**src/rtl/mem_stage.sv**
```systemverilog
// Memory-access stage: registers the EX->MEM bus, waits on SRAM load data, aligns it and drives the WB/forwarding buses.
// Define MEM_ALIGN_CHECK_EN to add the mem_adel misaligned-load flag.
module mem_stage #(
    parameter int EX_TO_MEM_WD = 146,
    parameter int MEM_TO_WB_WD = 136,
    parameter int STALL_WD     = 6
) (
    input  logic                    clk,
    input  logic                    rst,
    input  logic [STALL_WD-1:0]     stall,
    input  logic [EX_TO_MEM_WD-1:0] ex_to_mem_bus,
    input  logic [31:0]             data_sram_rdata,
    input  logic                    data_sram_data_ok,
    output logic [MEM_TO_WB_WD-1:0] mem_to_wb_bus,
    output logic [MEM_TO_WB_WD-1:0] mem_to_id_bus,
`ifdef MEM_ALIGN_CHECK_EN
    output logic                    mem_adel,
`endif
    output logic                    stallreq_for_mem
);

    typedef enum logic [1:0] {S_IDLE, S_WAIT, S_HOLD} state_t;

    state_t                  state, next_state;
    logic [EX_TO_MEM_WD-1:0] r;
    logic [31:0]             load_buf;
    logic                    buf_capture;

    logic [31:0] pc, ex_result, hi_wdata, lo_wdata;
    logic        data_ram_en, sel_rf_res, rf_we, hi_we, lo_we;
    logic [4:0]  rf_waddr;
    logic [3:0]  ld_type;
    logic        load_type_ok, is_load, addr_err, load_go, flush;
    logic [31:0] ld_word, load_data, rf_wdata;
    logic [7:0]  ld_byte;
    logic [15:0] ld_half;
    logic        unused_bits;

    // Stalled EX with a running MEM injects a bubble; a stalled MEM holds.
    assign flush = stall[3] & ~stall[4];

    always_ff @(posedge clk) begin
        if (rst)
            r <= '0;
        else if (flush)
            r <= '0;
        else if (!stall[3])
            r <= ex_to_mem_bus;
    end

    assign pc          = r[145:114];
    assign data_ram_en = r[113];
    assign sel_rf_res  = r[108];
    assign rf_we       = r[107];
    assign rf_waddr    = r[106:102];
    assign ex_result   = r[101:70];
    assign hi_we       = r[69];
    assign lo_we       = r[68];
    assign hi_wdata    = r[67:36];
    assign lo_wdata    = r[35:4];
    assign ld_type     = r[3:0];

    assign unused_bits = ^{r[112:109], stall[2:0], stall[STALL_WD-1:5]};

    always_comb begin
        load_type_ok = 1'b0;
        case (ld_type)
            4'b0000, 4'b0001, 4'b0010, 4'b0100, 4'b0110: load_type_ok = 1'b1;
            default:                                     load_type_ok = 1'b0;
        endcase
    end

    assign is_load = data_ram_en & load_type_ok;

`ifdef MEM_ALIGN_CHECK_EN
    assign addr_err = is_load & (((ld_type == 4'b0000) & (ex_result[1:0] != 2'b00)) |
                                 (((ld_type == 4'b0100) | (ld_type == 4'b0110)) & ex_result[0]));
    assign mem_adel = addr_err;
`else
    assign addr_err = 1'b0;
`endif

    // A faulting load never waits on the SRAM.
    assign load_go = is_load & ~addr_err;

    always_ff @(posedge clk) begin
        if (rst) begin
            state    <= S_IDLE;
            load_buf <= '0;
        end else begin
            state <= next_state;
            if (buf_capture)
                load_buf <= data_sram_rdata;
        end
    end

    always_comb begin
        next_state  = state;
        buf_capture = 1'b0;
        case (state)
            S_IDLE: begin
                if (load_go && !data_sram_data_ok)
                    next_state = S_WAIT;
                else if (load_go && data_sram_data_ok && stall[3]) begin
                    next_state  = S_HOLD;
                    buf_capture = 1'b1;
                end
            end
            S_WAIT: begin
                if (data_sram_data_ok && stall[3]) begin
                    next_state  = S_HOLD;
                    buf_capture = 1'b1;
                end else if (data_sram_data_ok)
                    next_state = S_IDLE;
            end
            S_HOLD: begin
                if (!stall[3])
                    next_state = S_IDLE;
            end
            default: next_state = S_IDLE;
        endcase
        // The bubble discards whatever load was in flight.
        if (flush) begin
            next_state  = S_IDLE;
            buf_capture = 1'b0;
        end
    end

    always_comb begin
        ld_word = 32'h0;
        if (data_sram_data_ok)
            ld_word = data_sram_rdata;
        else if (state == S_HOLD)
            ld_word = load_buf;
        stallreq_for_mem = ~rst & load_go & ~data_sram_data_ok & (state != S_HOLD);
    end

    always_comb begin
        case (ex_result[1:0])
            2'd0:    ld_byte = ld_word[7:0];
            2'd1:    ld_byte = ld_word[15:8];
            2'd2:    ld_byte = ld_word[23:16];
            default: ld_byte = ld_word[31:24];
        endcase
        ld_half = ex_result[1] ? ld_word[31:16] : ld_word[15:0];
        case (ld_type)
            4'b0001: load_data = {{24{ld_byte[7]}}, ld_byte};
            4'b0010: load_data = {24'h0, ld_byte};
            4'b0100: load_data = {{16{ld_half[15]}}, ld_half};
            4'b0110: load_data = {16'h0, ld_half};
            default: load_data = ld_word;
        endcase
        rf_wdata = sel_rf_res ? load_data : ex_result;
    end

    assign mem_to_wb_bus = {pc, rf_we & ~addr_err, rf_waddr, rf_wdata,
                            hi_we, lo_we, hi_wdata, lo_wdata};
    assign mem_to_id_bus = mem_to_wb_bus;

endmodule

```
**config.mk**
```make
export PLATFORM = sky130hd
export DESIGN_NAME = mem_stage
export DESIGN_NICKNAME = d
export VERILOG_FILES = /design/src/rtl/mem_stage.sv
export SDC_FILE = /design/constraint.sdc
export NUM_CORES = 1
export LEC_CHECK = 0
export CAP_MARGIN = 20
export CORE_AREA = 4 4 175 177
export CTS_CLUSTER_SIZE = 20
export DETAILED_ROUTE_END_ITERATION = 7
export DIE_AREA = 0 0 179 181
export PLACE_DENSITY_LB_ADDON = 0.2
export SLEW_MARGIN = 40
export SYNTH_ARGS = -nofsm -noshare
export SYNTH_HDL_FRONTEND = slang
export SYNTH_SLANG_ARGS = --single-unit
```
**constraint.sdc**
```tcl
create_clock -name clk -period 4.5 [get_ports clk]
set_input_delay 0.9 -clock clk [delete_from_list [all_inputs] [get_ports clk]]
set_output_delay 0.9 -clock clk [all_outputs]
set_load 0.01 [all_outputs]
```
==> reports/summary.md, run 1 <==
## Setup path
* **cell family contributing the most delay on the critical path** buffers and inverters
* **Worst Setup End Kind** output pin
* **cell mode on critical path** clkdlybuf4s50_1
* **maximum net fanout on the critical path** 28
* **worst path buffer plus inverter count** 4
* **critical register-to-register path startpoint** r[3]
* **Critical Path AT** 3.48 ns
* **Cell Chain, Critical Path** clkdlybuf4s50_1 -> buf_12 -> and4bb_1 -> o22ai_1 -> nor3_2 -> buf_6 -> o32a_1 -> clkdlybuf4s50_1
* **crit path launch type** input port
* **Setup crit start** data_sram_data_ok
* **slowest cell delay on critical path** 0.58 ns
* **required time of the critical path** 3.60 ns
* **path type of the worst setup path** input port to output pin
* **highest-delay cell along the critical path** clkdlybuf4s50_1

## Cells and area
* **count of placed standard cells in the final layout, fillers left out** 1671
* **final standard cell utilization of the core** 45.4%
* **antenna diode instance count** 0
* **most frequent standard cell in the layout excluding fill and tap cells** clkdlybuf4s50_1
* **area occupied by multi-input gates** 3810 sq um
* **commonest cells after routing, fill and taps aside** clkdlybuf4s50_1 (438), dfxtp_1 (175), nor2_1 (167), mux2i_1 (148), nand2_1 (75)
* **share of layout cells above drive strength 1** 6.95%
* **nets@finish** 1455
* **Syn-to-layout area delta** 41.5%
* **fill cell count** 2875
* **cell area after layout** 13300 sq um
* **total area of sequential cells** 3520 sq um

## Timing
* **unrepaired setup endpoints after global routing** false
* **tightest slew margin relative to the limit** 49.6%
* **skew final** 0.0125 ns
* **Final Cycle Share** 97.2%
* **fmax** 229 MHz
* **Hold Vio Cnt, Final** 0
* **final setup violation count** 0
* **Fin Hold WS** 0.457 ns
* **final-report max-slew violation count** 0
* **clock period minus final worst setup slack** 4.38 ns
* **Worst Max-Slew Pin Slew** 0.757 ns

## Clock network
* **clk slew on worst S/H paths** 0.07 ns
* **total clock buffers created by CTS** 17
* **clock tree from TritonCTS** done
* **hold_buf cts** 0
* **Clock Tree Root** clkbuf_16
* **Num Clock Sinks** 176
* **Clock Latency Late Sink** 0.43 ns
* **CTS Buffer Depth** 2
* **Clock H-tree levels** 4

## Yosys
* **instance count of the mapped netlist** 1072
* **Area contributors post-synth** dfxtp_1 (38%), buf_4 (19%), mux2i_1 (16%)
* **ys flop type** dfxtp_1
* **summed instance area of the synthesized netlist** 9380 sq um
* **xor-xnor portion of the synthesized cell area** 0.0934%
* **fraction of the yosys area taken by sequential cells** 37.6%
* **number of register bits inferred by synthesis** 176
* **simple-gate share of the synthesized area** 13.3%
* **area fraction in compound gates after synthesis** 10.5%
* **Synth top area share** 37.6%
* **multiplexer share of the synthesized area** 15.8%
* **post-synthesis share of cell area spent on full adders, half adders and majority gates** 0%
* **async set-or-reset flop fraction in the synthesized netlist** 0%
* **syn_nets** 1259
* **number of synthesized flops with an enable pin** 0
* **number of distinct standard cells referenced by the synthesized netlist** 47
* **number of synthesis warnings** 0
* **main combinational cell family by area after synthesis** buffers and inverters
* **cell taking the most area after synthesis** dfxtp_1
* **average footprint of a synthesized cell** 8.75 sq um

## Power
* **maximum vdd ir drop** 226 uV
* **post-layout total power** 4.05 mW
* **power density over the cells** 305 nW/um^2
* **Leakage Power** 5.25 nW

## Floorplanning
* **standard-cell row count** 63
* **Die Height** 181 microns
* **effective utilization at floorplan** 32.1%
* **width of the chip** 179 microns
* **area of the die** 32400 sq um
* **I/O pin total** 460
* **core box area** 29200 sq um

## Global routing
* **maximum number of pins on one net before global-route repair** 125
* **overall fraction of global-route tracks in use** 18.9%
* **number of antenna violations at the first check in global routing** 2
* **total gr overflow** 0
* **global-route wire length before repair** 47100 microns
* **vias in the first global route** 7462

## Drt
* **DRC violations left** 0
* **number of optimization iterations in the first detailed-route pass** 5
* **remaining antenna violation count** 0
* **Routed Wire Length** 32100 microns
* **Initial DRC Count** 347
* **Vias per Instance** 4.54
* **WL/cell** 19.2 microns
* **via count** 7593

## Place
* **Routability Congestion** 0.876
* **Cell Area, Placed** 12600 sq um
* **placed cell count** 1638
* **half-perimeter wire length after detailed placement** 24500 microns
* **number of buffer cells added on primary ports** 451

## Status
* **run status** completed

## Hold path
* **hold path startpoint** load_buf[30]
* **path class of the lowest-slack min-delay path** flip-flop to flip-flop

## Flow run
* **MaxCap Viol Count** 0

## per-stage QoR
stage | setup slack, ns | setup TNS, ns
detailed placement | -0.150 | -1.53
floorplan | 1.06 | 0
CTS | -0.000451 | -0.000451
global placement | -0.0948 | -0.442
global route | 0.0104 | 0
finish | 0.125 | 0
## logic make-up after synthesis
group           Yosys count
buf+inv                 314
simple gates            287
flops                   176
mux                     148
compound gates          146
xor+xnor                  1
## registers in the layout (all words and copies together), names as in the netlist
name      count
load_buf     32
r           142
state         2
## worst reg2reg max path, cell delays in order, from the launching register on
cell and delay (ns):
dfxtp_1 0.64, inv_1 0.20, a31oi_1 0.40, or3_2 0.59
nand2_1 0.13, a21oi_1 0.15
## what timing repair did
| action | in CTS | in global routing |
|---|---|---|
| buffers inserted | 0 | 1 |
| resized for setup | 6 | 21 |
| setup endpoints to repair | 24 | 29 |
| pin swaps | 1 | 1 |
| cloned | 0 | 0 |
## worst paths after layout
check,end,slack [ns],cells after the start
setup reg to reg,load_buf[25],2.34,5
setup / recovery,mem_to_id_bus[89],0.12,8
hold / removal,load_buf[30],0.46,2
hold reg to reg,load_buf[30],0.46,2
## cell usage after synthesis (4+ instances only)
cell and instances:
buf_4 241, dfxtp_1 176, nor2_1 168, mux2i_1 148
nand2_1 75, a21oi_1 54, clkbuf_1 35, o21ai_0 18
buf_2 15, a22oi_1 14, buf_1 14, o22ai_1 11
o32a_1 11, nand2b_1 9, a221oi_2 6, a22o_1 6
o22a_1 6, or4_1 6, o21ai_1 5, buf_6 4
inv_1 4, nor2b_1 4, nor3_1 4, nor3b_1 4
## where the power goes
part	internal (mW)	switching [mW]	total (mW)
clock	0.764	0.719	1.48
sequential	1.62	0.0589	1.68
combinational	0.506	0.374	0.880
total	2.89	1.15	4.05
## routing by layer
metal  routed length (microns)  up-vias  global-route usage (%)
li1                          -     3760                       -
met1                     12900     3548                    22.3
met5                        20        -                       0
met3                      2500       25                    5.63
met4                       352        4                    3.53
met2                     16300      256                    33.8
## cell type report
type | instances | area share (%)
Tap cell | 390 | 3.68
Timing Repair Buffer | 486 | 36.6
Clock inverter | 12 | 0.848
Inverter | 5 | 0.141
Clock buffer | 20 | 3.44
Multi-Input combinational cell | 582 | 28.7
Sequential cell | 176 | 26.6
Note: power is estimated with default switching activity, not from simulation.
==> run 2, diff against run 1 <==
- ABC_CLOCK_PERIOD_IN_PS: default -> 4500
- SLEW_MARGIN: 40 -> default
==> run 2 against run 1 <==
Against the previous run: sequential power hardly changed; combinational power is essentially flat; register-to-register slack improved by 0.10 ns; critical path depth is 1 higher; cell count unchanged; clock skew is 0.0047 ns higher; non-clock buffer count stayed put; highest routed layer unchanged.
==> reports/summary.md, run 2 (same netlist as run 1, synthesis figures left out) <==
## Power
* **sequential group share of total power** 42.4%
* **maximum vdd ir drop** 190 uV
* **clock network fraction of design power** 35.4%
* **Gate power share** 22.2%
* **post-layout total power** 3.97 mW
* **power density over the cells** 299 nW/um^2
* **design internal power** 2.85 mW
* **power spent charging and discharging nets** 1.12 mW
* **Leakage Power** 5.25 nW
* **sw frac** 28.2%

## Cells and area
* **nets@finish** 1455
* **number of flip-flops in the largest register** 142
* **Syn-to-layout area delta** 41.3%
* **most frequent standard cell in the layout excluding fill and tap cells** clkdlybuf4s50_1
* **commonest cells after routing, fill and taps aside** clkdlybuf4s50_1 (436), dfxtp_1 (175), nor2_1 (167), mux2i_1 (148), nand2_1 (75)
* **cell area after layout** 13300 sq um
* **Largest regs** r x142, load_buf x32, state x2
* **largest register by flop count** r
* **share of layout cells above drive strength 1** 6.80%

## Floorplanning
* **effective utilization at floorplan** 32.1%
* **I/O pin total** 460
* **width of the chip** 179 microns
* **Die Height** 181 microns
* **core box area** 29200 sq um
* **standard-cell row count** 63
* **area of the die** 32400 sq um

## Place
* **number of buffer cells added on primary ports** 451
* **half-perimeter wire length after detailed placement** 24500 microns
* **Routability Congestion** 0.876
* **Cell Area, Placed** 12600 sq um

## Clock network
* **Clock Latency Late Sink** 0.43 ns
* **total clock buffers created by CTS** 17
* **Clock H-tree levels** 4
* **hold_buf cts** 0
* **clk slew on worst S/H paths** 0.07 ns
* **Clock Tree Root** clkbuf_16
* **Num Clock Sinks** 176
* **CTS Buffer Depth** 2
* **clock tree from TritonCTS** done

## Timing
* **tightest slew margin relative to the limit** 38.0%
* **unrepaired setup endpoints after global routing** false
* **Hold Vio Cnt, Final** 0
* **Fin Hold WS** 0.454 ns
* **final setup violation count** 0
* **Worst Max-Slew Pin Slew** 0.930 ns
* **fmax** 247 MHz
* **Final Cycle Share** 90.0%
* **final-report max-slew violation count** 0
* **clock period minus final worst setup slack** 4.05 ns
* **skew final** 0.0172 ns

## Global routing
* **vias in the first global route** 7483
* **global-route wire length before repair** 47500 microns
* **overall fraction of global-route tracks in use** 19.0%
* **number of antenna violations at the first check in global routing** 2
* **maximum number of pins on one net before global-route repair** 125
* **total gr overflow** 0

## Drt
* **WL/cell** 19.3 microns
* **via count** 7676
* **DRC violations left** 0
* **met2 WL** 16400 microns
* **number of optimization iterations in the first detailed-route pass** 5
* **DRT met1 WL** 12900 microns
* **Routed Wire Length** 32300 microns
* **total length of routed met3 wires** 2680 microns
* **Initial DRC Count** 383
* **top routing layer used** met5
* **remaining antenna violation count** 0
* **Vias per Instance** 4.59

## Hold path
* **path class of the lowest-slack min-delay path** flip-flop to flip-flop

## Setup path
* **path type of the worst setup path** input port to output pin
* **required time of the critical path** 3.60 ns
* **Critical Path AT** 3.15 ns
* **crit path launch type** input port
* **maximum net fanout on the critical path** 28
* **Worst Setup End Kind** output pin

## Status
* **run status** completed

## Flow run
* **MaxCap Viol Count** 0

-- run 2: cell types whose count changed in the layout (fill, tap and decap cells not counted), moves of 2 or more --
cell and delta:
dlymetal6s2s_1 +2, clkinvlp_4 +3, clkbuf_8 -2, inv_8 -3
clkdlybuf4s50_1 -2
-- run 2: worst paths after layout --
kind	depth (start not counted)	end	slack (ns)	from
min reg2reg	2	load_buf[22]	0.45	load_buf[22]
min	2	load_buf[22]	0.45	load_buf[22]
max	9	mem_to_id_bus[91]	0.45	data_sram_data_ok
max reg2reg	6	load_buf[24]	2.44	r[3]
-- run 2: cell type report --
class / instances / area, sq um
clock inverter: 12 / 101
timing repair buffer: 486 / 4880
clock buffer: 19 / 433
fill: 2879 / 16000
antenna: 1 / 2.50
inverter: 5 / 18.8
tap: 390 / 488
multi-input combinational: 582 / 3810
sequential: 176 / 3520
-- run 2: power by group through the flow --
stage / clock, mW / combinational, mW / sequential [mW]
6_report: 1.41 / 0.879 / 1.68
5_1_grt: 1.53 / 0.943 / 1.69
4_1_cts: 1.46 / 0.892 / 1.68
3_5_place_dp: 0 / 0.882 / 1.72
3_3_place_gp: 0 / 0.879 / 1.72
2_1_floorplan: 0 / 0.510 / 1.69
-- run 2: timing repair --
| action | 4_1_cts | 5_1_grt |
|---|---|---|
| setup endpoints to repair | 24 | 27 |
| buffers inserted | 0 | 0 |
| endpoints found under the hold margin | 0 | 0 |
| pin swaps | 1 | 0 |
| gates resized for setup | 12 | 17 |
-- run 2: critical path, cell delays in order --
cell	delay, ns
dlymetal6s2s_1	0.19
buf_12	0.19
and4bb_2	0.31
o22ai_1	0.13
nor3_2	0.27
buf_6	0.23
nor2_2	0.10
a21oi_2	0.24
clkdlybuf4s50_1	0.59
-- run 2: per-stage QoR --
stage,TNS [ns],setup slack [ns],cells,util (%)
finish,0,0.451,1671,45.3
global route,0,0.283,1671,45.3
CTS,0,0.00220,1669,45.0
detailed placement,-1.45,-0.152,1638,43.0
global placement,-0.442,-0.0948,1638,43.0
floorplan,0,1.06,1072,-
-- run 2: routing by layer --
metal | track usage [%] | vias up
li1 | - | 3763
met1 | 22.9 | 3600
met2 | 33.4 | 294
met3 | 5.94 | 17
met4 | 3.22 | 2
met5 | 0 | -
==> run 3, diff against run 2 <==
- SKIP_LAST_GASP: default -> 1
==> run 3 against run 2 <==
Against the previous run: core utilization about the same; sequential share of layout area about the same; maximum frequency decreased by 8.9%; highest routed layer unchanged; die area unchanged.
==> reports/summary.md, run 3 (same netlist as run 1, synthesis figures left out) <==
## Clock network
* **Num Clock Sinks** 176
* **clk slew on worst S/H paths** 0.07 ns
* **clock tree from TritonCTS** done
* **CTS Buffer Depth** 2
* **number of setup buffers added after CTS** 0
* **Clock Tree Root** clkbuf_16
* **Clock Latency Late Sink** 0.43 ns
* **total clock buffers created by CTS** 17
* **Clock H-tree levels** 4

## Drt
* **remaining antenna violation count** 0
* **Routed Wire Length** 32300 microns
* **via count** 7656
* **DRC violations left** 0
* **number of optimization iterations in the first detailed-route pass** 5
* **WL/cell** 19.3 microns
* **Initial DRC Count** 386
* **Vias per Instance** 4.58

## Timing
* **tightest slew margin relative to the limit** 38.0%
* **Final Cycle Share** 98.8%
* **Hold Vio Cnt, Final** 0
* **final-report max-slew violation count** 0
* **unrepaired setup endpoints after global routing** true
* **clock period minus final worst setup slack** 4.45 ns
* **final setup violation count** 0
* **setup tns final** 0 ns
* **Worst Max-Slew Pin Slew** 0.930 ns
* **skew final** 0.0174 ns
* **fmax** 225 MHz

## Flow run
* **MaxCap Viol Count** 0

## Floorplanning
* **standard-cell row count** 63
* **effective utilization at floorplan** 32.1%
* **Die Height** 181 microns
* **core box area** 29200 sq um
* **width of the chip** 179 microns
* **I/O pin total** 460
* **area of the die** 32400 sq um

## Hold path
* **path class of the lowest-slack min-delay path** flip-flop to flip-flop

## Place
* **placed cell count** 1638
* **Routability Congestion** 0.876
* **half-perimeter wire length after detailed placement** 24500 microns
* **Cell Area, Placed** 12600 sq um
* **number of buffer cells added on primary ports** 451

## Power
* **Leakage Power** 5.22 nW
* **power density over the cells** 300 nW/um^2
* **maximum vdd ir drop** 190 uV

## Setup path
* **crit path launch type** input port
* **Critical Path AT** 3.55 ns
* **required time of the critical path** 3.60 ns
* **maximum net fanout on the critical path** 7
* **Worst Setup End Kind** output pin
* **path type of the worst setup path** input port to output pin

## Cells and area
* **largest register by flop count** r
* **share of layout cells above drive strength 1** 6.80%
* **commonest cells after routing, fill and taps aside** clkdlybuf4s50_1 (439), dfxtp_1 (175), nor2_1 (167), mux2i_1 (148), nand2_1 (75)
* **most frequent standard cell in the layout excluding fill and tap cells** clkdlybuf4s50_1
* **cell area after layout** 13200 sq um
* **final standard cell utilization of the core** 45.3%
* **number of flip-flops in the largest register** 142
* **Largest regs** r x142, load_buf x32, state x2
* **Syn-to-layout area delta** 41.2%
* **nets@finish** 1455
* **count of placed standard cells in the final layout, fillers left out** 1671

## Global routing
* **total gr overflow** 0
* **overall fraction of global-route tracks in use** 19.0%
* **maximum number of pins on one net before global-route repair** 125
* **number of antenna violations at the first check in global routing** 2
* **vias in the first global route** 7483
* **global-route wire length before repair** 47500 microns

## Status
* **run status** completed

run 3: layout make-up:
| class | count | area, sq um |
|---|---|---|
| multi-input cells | 582 | 3810 |
| well taps | 390 | 488 |
| clock buffers | 19 | 433 |
| inverters | 5 | 18.8 |
| fillers | 2880 | 16000 |
| diodes | 1 | 2.50 |
| flip-flops and latches | 176 | 3520 |
| clock inverters | 12 | 101 |
| repair buffers | 486 | 4870 |
run 3: repair_timing:
action | 4_1_cts | 5_1_grt
hold buffers | 0 | 0
pin swaps | 1 | 0
gates cloned | 0 | 0
endpoints found under the setup margin | 24 | 27
endpoints found under the hold margin | 0 | 0
resized for setup | 12 | 14
run 3: layer usage:
metal	up-vias	track usage [%]	part of all wire, %
met5	-	0	0.034
met4	2	3.22	0.79
met3	13	5.94	8.4
met2	292	33.4	51
met1	3586	22.9	40
li1	3763	-	-
run 3: worst paths after layout:
path,to,start,slack [ns],cells after the start
max,mem_to_id_bus[78],data_sram_data_ok,0.05,8
min,load_buf[20],load_buf[20],0.45,2
max reg2reg,load_buf[24],r[3],2.44,6
min reg2reg,load_buf[20],load_buf[20],0.45,2
run 3: power breakdown:
group          internal, mW  switching [mW]
Clock                 0.717           0.689
Combinational         0.506           0.374
Sequential             1.62          0.0585
run 3: through the flow:
stage	hold WS, ns	power, mW	setup WS [ns]
2_1_floorplan	0.431	2.20	1.06
3_3_place_gp	0.438	2.60	-0.0948
3_5_place_dp	0.443	2.60	-0.152
4_1_cts	0.454	4.04	0.00220
5_1_grt	0.476	4.16	-0.0461
6_report	0.454	3.97	0.0542
run 3: critical path, cell delays in order:
cell and delay, ns:
clkdlybuf4s50_1 0.51, nor3b_2 0.19, buf_4 0.16, a22o_1 0.22
mux2i_1 0.12, or4_1 0.46, a221oi_2 0.36, clkdlybuf4s50_1 0.60
